==> config.mk <==
export PLATFORM = sky130hd
export DESIGN_NAME = heap_arbiter
export DESIGN_NICKNAME = d
export VERILOG_FILES = /design/src/rtl/heap_arbiter.sv
export SDC_FILE = /design/constraint.sdc
export NUM_CORES = 1
export LEC_CHECK = 0
export ABC_AREA = 1
export CAP_MARGIN = 20
export CORE_AREA = 2 2 110 112
export CTS_BUF_LIST = sky130_fd_sc_hd__clkbuf_16
export DETAILED_ROUTE_END_ITERATION = 16
export DIE_AREA = 0 0 112 114
export GPL_TIMING_DRIVEN = 0
export PLACE_DENSITY = 0.79
export SLEW_MARGIN = 20
export SYNTH_ARGS = -nofsm -noshare
export SYNTH_HDL_FRONTEND = slang
export SYNTH_SLANG_ARGS = --single-unit
==> constraint.sdc <==
create_clock -name i_clk -period 4.25 [get_ports i_clk]
set_clock_uncertainty 0.15 [all_clocks]
set_input_delay 1.0625 -clock i_clk [delete_from_list [all_inputs] [get_ports i_clk]]
set_output_delay 1.0625 -clock i_clk [all_outputs]
set_load 0.01 [all_outputs]
==> src/rtl/heap_arbiter.sv <==
// heap_arbiter
// Two-client front end for the linked-memory allocator. Grants at most one
// client command per cycle, registers it onto the allocator strobes/operands,
// and routes the allocator result back to the issuing client two cycles later.
// A latched halt state follows any allocator error or an invalid opcode.
//
// Ports
//   i_clk, i_rst              clock, async active-high reset
//   i_reqK/i_opK/i_argK/i_valK client K command (held until o_ackK)
//   o_ackK                    combinational grant pulse
//   o_rspK/o_rsltK            response valid pulse and value (0 when idle)
//   o_alloc/o_free/o_rd/o_wr  registered allocator strobes
//   o_data/o_faddr/o_raddr/o_waddr/o_wdata  registered allocator operands
//   i_aaddr/i_rdata/i_err     allocator result and error/halt
//   o_err                     arbiter halted
//
// state | meaning
// INIT  | waiting for allocator power-up hold (i_err) to drop; no grants
// RUN   | normal arbitration
// HALT  | error latched; no grants, responses suppressed, exit by reset only
module heap_arbiter #(
  parameter int DATA_SZ = 16
) (
  input  logic               i_clk,
  input  logic               i_rst,
  input  logic               i_req0,
  input  logic               i_req1,
  input  logic [2:0]         i_op0,
  input  logic [2:0]         i_op1,
  input  logic [DATA_SZ-1:0] i_arg0,
  input  logic [DATA_SZ-1:0] i_arg1,
  input  logic [DATA_SZ-1:0] i_val0,
  input  logic [DATA_SZ-1:0] i_val1,
  output logic               o_ack0,
  output logic               o_ack1,
  output logic               o_rsp0,
  output logic               o_rsp1,
  output logic [DATA_SZ-1:0] o_rslt0,
  output logic [DATA_SZ-1:0] o_rslt1,
  output logic               o_alloc,
  output logic               o_free,
  output logic               o_rd,
  output logic               o_wr,
  output logic [DATA_SZ-1:0] o_data,
  output logic [DATA_SZ-1:0] o_faddr,
  output logic [DATA_SZ-1:0] o_raddr,
  output logic [DATA_SZ-1:0] o_waddr,
  output logic [DATA_SZ-1:0] o_wdata,
  input  logic [DATA_SZ-1:0] i_aaddr,
  input  logic [DATA_SZ-1:0] i_rdata,
  input  logic               i_err,
  output logic               o_err
);

  localparam logic [2:0] OP_ALLOC   = 3'b001;
  localparam logic [2:0] OP_FREE    = 3'b010;
  localparam logic [2:0] OP_RECYCLE = 3'b011;
  localparam logic [2:0] OP_READ    = 3'b100;
  localparam logic [2:0] OP_WRITE   = 3'b101;

  typedef enum logic [1:0] {ST_INIT, ST_RUN, ST_HALT} state_t;
  typedef enum logic [1:0] {K_NONE, K_ADDR, K_DATA} kind_t;

  state_t state_q, state_d;
  logic   prio_q, prio_d;

  logic alloc_q, alloc_d, free_q, free_d, rd_q, rd_d, wr_q, wr_d;
  logic [DATA_SZ-1:0] data_q, data_d, faddr_q, faddr_d;
  logic [DATA_SZ-1:0] raddr_q, raddr_d, waddr_q, waddr_d, wdata_q, wdata_d;

  // tag stage 1 lines up with the strobes, stage 2 with the allocator result
  logic  t1_v_q, t1_v_d, t1_c_q, t1_c_d;
  kind_t t1_k_q, t1_k_d;
  logic  t2_v_q, t2_c_q;
  kind_t t2_k_q;

  logic gnt0, gnt1, gnt, op_ok, rsp_live;
  logic [2:0]         sel_op;
  logic [DATA_SZ-1:0] sel_arg, sel_val, rsp_val;

  always_comb begin
    gnt0    = 1'b0;
    gnt1    = 1'b0;
    prio_d  = prio_q;
    state_d = state_q;
    if (state_q == ST_RUN) begin
      if (i_req0 && (!i_req1 || !prio_q)) gnt0 = 1'b1;
      else if (i_req1)                    gnt1 = 1'b1;
      // pointer only moves when both clients were competing
      if (i_req0 && i_req1) prio_d = ~prio_q;
    end
    gnt     = gnt0 | gnt1;
    sel_op  = gnt1 ? i_op1  : i_op0;
    sel_arg = gnt1 ? i_arg1 : i_arg0;
    sel_val = gnt1 ? i_val1 : i_val0;
    op_ok   = (sel_op >= OP_ALLOC) && (sel_op <= OP_WRITE);

    alloc_d = 1'b0;
    free_d  = 1'b0;
    rd_d    = 1'b0;
    wr_d    = 1'b0;
    data_d  = data_q;
    faddr_d = faddr_q;
    raddr_d = raddr_q;
    waddr_d = waddr_q;
    wdata_d = wdata_q;
    t1_v_d  = 1'b0;
    t1_c_d  = gnt1;
    t1_k_d  = K_NONE;

    if (gnt && op_ok) begin
      t1_v_d = 1'b1;
      case (sel_op)
        OP_ALLOC: begin
          alloc_d = 1'b1; data_d = sel_val; t1_k_d = K_ADDR;
        end
        OP_FREE: begin
          free_d = 1'b1; faddr_d = sel_arg;
        end
        OP_RECYCLE: begin
          alloc_d = 1'b1; free_d = 1'b1;
          data_d = sel_val; faddr_d = sel_arg; t1_k_d = K_ADDR;
        end
        OP_READ: begin
          rd_d = 1'b1; raddr_d = sel_arg; t1_k_d = K_DATA;
        end
        default: begin
          wr_d = 1'b1; waddr_d = sel_arg; wdata_d = sel_val;
        end
      endcase
    end

    case (state_q)
      ST_INIT: if (!i_err) state_d = ST_RUN;
      ST_RUN:  if (i_err || (gnt && !op_ok)) state_d = ST_HALT;
      default: state_d = ST_HALT;
    endcase
  end

  always_ff @(posedge i_clk or posedge i_rst) begin
    if (i_rst) begin
      state_q <= ST_INIT;
      prio_q  <= 1'b0;
      alloc_q <= 1'b0;
      free_q  <= 1'b0;
      rd_q    <= 1'b0;
      wr_q    <= 1'b0;
      data_q  <= '0;
      faddr_q <= '0;
      raddr_q <= '0;
      waddr_q <= '0;
      wdata_q <= '0;
      t1_v_q  <= 1'b0;
      t1_c_q  <= 1'b0;
      t1_k_q  <= K_NONE;
      t2_v_q  <= 1'b0;
      t2_c_q  <= 1'b0;
      t2_k_q  <= K_NONE;
    end else begin
      state_q <= state_d;
      prio_q  <= prio_d;
      alloc_q <= alloc_d;
      free_q  <= free_d;
      rd_q    <= rd_d;
      wr_q    <= wr_d;
      data_q  <= data_d;
      faddr_q <= faddr_d;
      raddr_q <= raddr_d;
      waddr_q <= waddr_d;
      wdata_q <= wdata_d;
      t1_v_q  <= t1_v_d;
      t1_c_q  <= t1_c_d;
      t1_k_q  <= t1_k_d;
      t2_v_q  <= t1_v_q;
      t2_c_q  <= t1_c_q;
      t2_k_q  <= t1_k_q;
    end
  end

  always_comb begin
    rsp_val = '0;
    case (t2_k_q)
      K_ADDR:  rsp_val = i_aaddr;
      K_DATA:  rsp_val = i_rdata;
      default: rsp_val = '0;
    endcase
  end

  assign rsp_live = t2_v_q && (state_q != ST_HALT);
  assign o_rsp0   = rsp_live && !t2_c_q;
  assign o_rsp1   = rsp_live &&  t2_c_q;
  assign o_rslt0  = o_rsp0 ? rsp_val : '0;
  assign o_rslt1  = o_rsp1 ? rsp_val : '0;
  assign o_ack0   = gnt0;
  assign o_ack1   = gnt1;
  assign o_alloc  = alloc_q;
  assign o_free   = free_q;
  assign o_rd     = rd_q;
  assign o_wr     = wr_q;
  assign o_data   = data_q;
  assign o_faddr  = faddr_q;
  assign o_raddr  = raddr_q;
  assign o_waddr  = waddr_q;
  assign o_wdata  = wdata_q;
  assign o_err    = (state_q == ST_HALT);

endmodule

==> impl_metrics.py <==
metrics = {
    "detailed_routing": {
        "routed_via_density": 4.58,
        "wl_um": 14000,
        "detail_route.wl_per_cell_um": 14.3,
        "vias": 4463,
        "ant_nets": 0,
        "firstDrtPassIters": 6,
        "first_iter_violations": 333,
        "drcViolationCount": 0,
    },
    "floorplan": {
        "die_w_um": 112,
        "dieArea_um2": 12800,
        "ios": 228,
        "coreArea_um2": 11700,
        "start_util_pct": 38.4,
        "die_y_um": 114,
        "num_rows": 40,
    },
    "synth": {
        "yosysWarnings": 0,
        "ys_seq_elements": 94,
        "synth_nets": 694,
        "syn_inst": 585,
        "synth_area_per_cell_um2": 7.70,
        "syn_area_um2": 4500,
        "ys_types": 24,
        "seq_area_frac_synth_pct": 52.3,
    },
    "worst_setup_path": {
        "r2r_start": "prio_q",
        "critPathArrivalTime_ns": 2.81,
        "cp-end-kind": "output port",
        "reg2regPathDepth": 9,
        "crit_type": "in -> out",
        "crit_path_max_fanout": 17,
        "reg2reg_to": "o_faddr[6]",
        "crit_path_start_kind": "primary input",
        "worstPathRequired_ns": 3.04,
        "reg2reg_slack_ns": 1.92,
    },
    "power_and_ir_drop": {
        "netSwitchingFraction_pct": 33.2,
        "p_seq_share_pct": 36.4,
        "clockPowerShare_pct": 20.9,
        "p_sw_mw": 1.39,
        "vdd_drop_max_uv": 332,
        "p_int_mw": 2.79,
        "power-per-cell-area_nw_per_um2": 572,
        "p_leak_nw": 3.43,
        "p_comb_share_pct": 42.7,
    },
    "grt": {
        "grt_pass1_wl_um": 22100,
        "grt_use_met1_pct": 28.8,
        "gr-usage-met3_pct": 4.52,
        "top_usage_layer": "met2",
        "grt_pass1_vias": 4264,
        "grtUsageTotal_pct": 22.0,
        "overflow": 0,
        "grtUsageMet2_pct": 36.5,
        "grt_max_degree": 59,
        "antenna_found_initial": 0,
    },
    "worst_hold_path": {
        "hp-class": "reg -> reg",
        "hold_start": "t1_k_q[1]",
        "worstHoldEndpoint": "t2_k_q[1]",
        "whs_path_depth": 0,
    },
    "timing": {
        "rsz0062_at_grt": "false",
        "max_freq_ghz": 0.248,
        "slew_violations": 0,
        "period_share_pct": 94.7,
        "tns_ns": 0,
        "tightest_slew_ns": 0.565,
        "hold_ws_ns": 0.200,
        "finalCriticalPeriod_ns": 4.03,
        "setup_violations": 0,
        "slew_headroom_pct": 62.3,
        "hold_viol": 0,
    },
    "cts": {
        "clkLatencyLatePin_ns": 0.34,
        "cts_tree": "done",
        "clock_sinks": 94,
        "h-tree-depth": 3,
        "cts.clk_slew.worst_paths_ns": 0.06,
        "cts_buffers": 9,
        "post_cts_buffers": 0,
        "postCtsHoldBufs": 0,
        "cts-root-buf": "clkbuf_16",
        "max-clock-path-buffers": 2,
    },
    "final_layout": {
        "layout-drive-gt1-share_pct": 6.04,
        "antenna_cells": 0,
        "nets": 932,
        "area_growth_pct": 62.5,
        "nFillCells": 1033,
    },
    "placement": {
        "port_buffers": 227,
        "dp_hpwl_um": 10700,
        "gp_congestion": 0.796,
    },
    "run": {
        "drv_cap": 0,
    },
    "run_status": {
        "status": "complete, no violations",
    },
}
[power groups by stage]
| stage | Combinational [mW] | Clock, mW | Sequential [mW] |
|---|---|---|---|
| floorplan | 0.530 | 0 | 1.70 |
| global placement | 1.77 | 0 | 1.52 |
| detailed placement | 1.80 | 0 | 1.53 |
| CTS | 1.81 | 0.890 | 1.52 |
| global route | 1.94 | 0.935 | 1.58 |
| finish | 1.79 | 0.873 | 1.52 |
[cell usage after synthesis]
| library cell | count | share of area (%) |
|---|---|---|
| nor3_1 | 1 | 0.11 |
| o21ai_2 | 1 | 0.19 |
| buf_4 | 9 | 1.5 |
| clkbuf_1 | 13 | 1.1 |
| o21ai_0 | 11 | 1.2 |
| nand2_1 | 268 | 22 |
| ha_1 | 2 | 0.56 |
| inv_2 | 3 | 0.25 |
| nand2_2 | 5 | 0.69 |
| a21oi_2 | 1 | 0.19 |
| buf_6 | 3 | 0.75 |
| nor2_4 | 1 | 0.25 |
| inv_1 | 63 | 5.3 |
| nor3_4 | 3 | 1.1 |
| nor2_2 | 2 | 0.28 |
| clkinv_1 | 1 | 0.083 |
| a22o_1 | 16 | 3.1 |
| o21ai_1 | 38 | 4.2 |
| nor2_1 | 39 | 3.3 |
| nand3_1 | 4 | 0.44 |
| a21oi_1 | 2 | 0.22 |
| buf_2 | 4 | 0.44 |
| xnor2_1 | 1 | 0.19 |
| dfrtp_1 | 94 | 52 |
[through the flow]
step	std cells	power, mW	util (%)	setup WS, ns	instance area [um^2]
after floorplan	585	2.23	-	0.589	4500
final	975	4.18	62.4	0.223	7310
after CTS	975	4.22	62.4	0.0803	7310
after detailed placement	960	3.32	59.7	-0.0992	6990
after global placement	959	3.29	59.4	-0.861	6960
after global routing	975	4.45	62.4	0.125	7310
[critical path, stage by stage]
cell and delay [ns]:
clkdlybuf4s50_1 0.51, nand2_1 0.06, nand2_1 0.12, nand3_1 0.15
clkinvlp_4 0.30, clkdlybuf4s50_1 0.60
[cell families after synthesis]
group	Yosys count	share of synthesized area [%]
AOI/OAI and AO/OA	69	9.17
xor gates and xnor gates	1	0.195
adders and majority gates	2	0.556
buffers and inverters	96	9.37
DFF	94	52.3
and+or+nand+nor	323	28.5
[cells in the final DEF, fill, tap and decap left out]
cell type,instances
buf_16,1
a21oi_2,1
nor3_1,1
nand3_1,4
bufinv_16,2
nand2_2,5
a22o_1,16
clkbuf_16,9
o21ai_0,11
clkbuf_1,12
nor2_2,2
ha_1,2
nor2_1,39
a21oi_1,2
inv_1,63
nor2_4,1
clkinvlp_4,1
buf_2,4
clkdlybuf4s50_1,227
buf_4,9
nor3_4,3
inv_8,1
buf_6,3
dfrtp_1,94
clkinv_2,1
xnor2_1,1
clkinv_4,1
inv_6,2
o21ai_1,38
nand2_1,268
inv_2,3
o21ai_2,1
[worst max path at each step]
stage / slack, ns / depth (start not counted) / from / end
final: 0.22 / 6 / i_req1 / o_ack1
after global routing: 0.12 / 6 / i_req1 / o_ack1
after CTS: 0.08 / 6 / i_req1 / o_ack1
after detailed placement: -0.1 / 7 / i_req1 / o_ack1
after global placement: -0.86 / 2 / i_rst / o_raddr[2]
after floorplan: 0.59 / 1 / i_rst / o_data[0]
[layer usage]
layer	vias to the layer above	part of all wire, %
met3	18	5.2
met4	0	2.0
li1	2253	-
met5	-	0
met1	2059	43
met2	133	50
[sequential cells by signal (all words and copies together) (netlist names)]
name	count
t1_v_q	1
t2_k_q	2
prio_q	1
o_free	1
o_faddr	16
state_q	2
o_raddr	16
o_wr	1
t2_v_q	1
o_data	16
o_wdata	16
o_waddr	16
t1_c_q	1
t2_c_q	1
o_rd	1
t1_k_q	2
[cell type report]
type                    instances  area, um^2  share of cell area [%]
clock inverters                 7        97.6                    1.33
flip-flops and latches         94        2350                    32.2
well taps                     147         184                    2.51
inverters                      67         260                    3.56
plain buffers                  28         166                    2.28
clock buffers                   9         225                    3.08
repair buffers                228        2300                    31.4
multi-input cells             395        1730                    23.6
[timing repair]
item	in CTS	in global routing
resized for setup	0	1
cloned	0	0
endpoints found under the setup margin	1	1
Note: power is estimated with default switching activity, not from simulation.
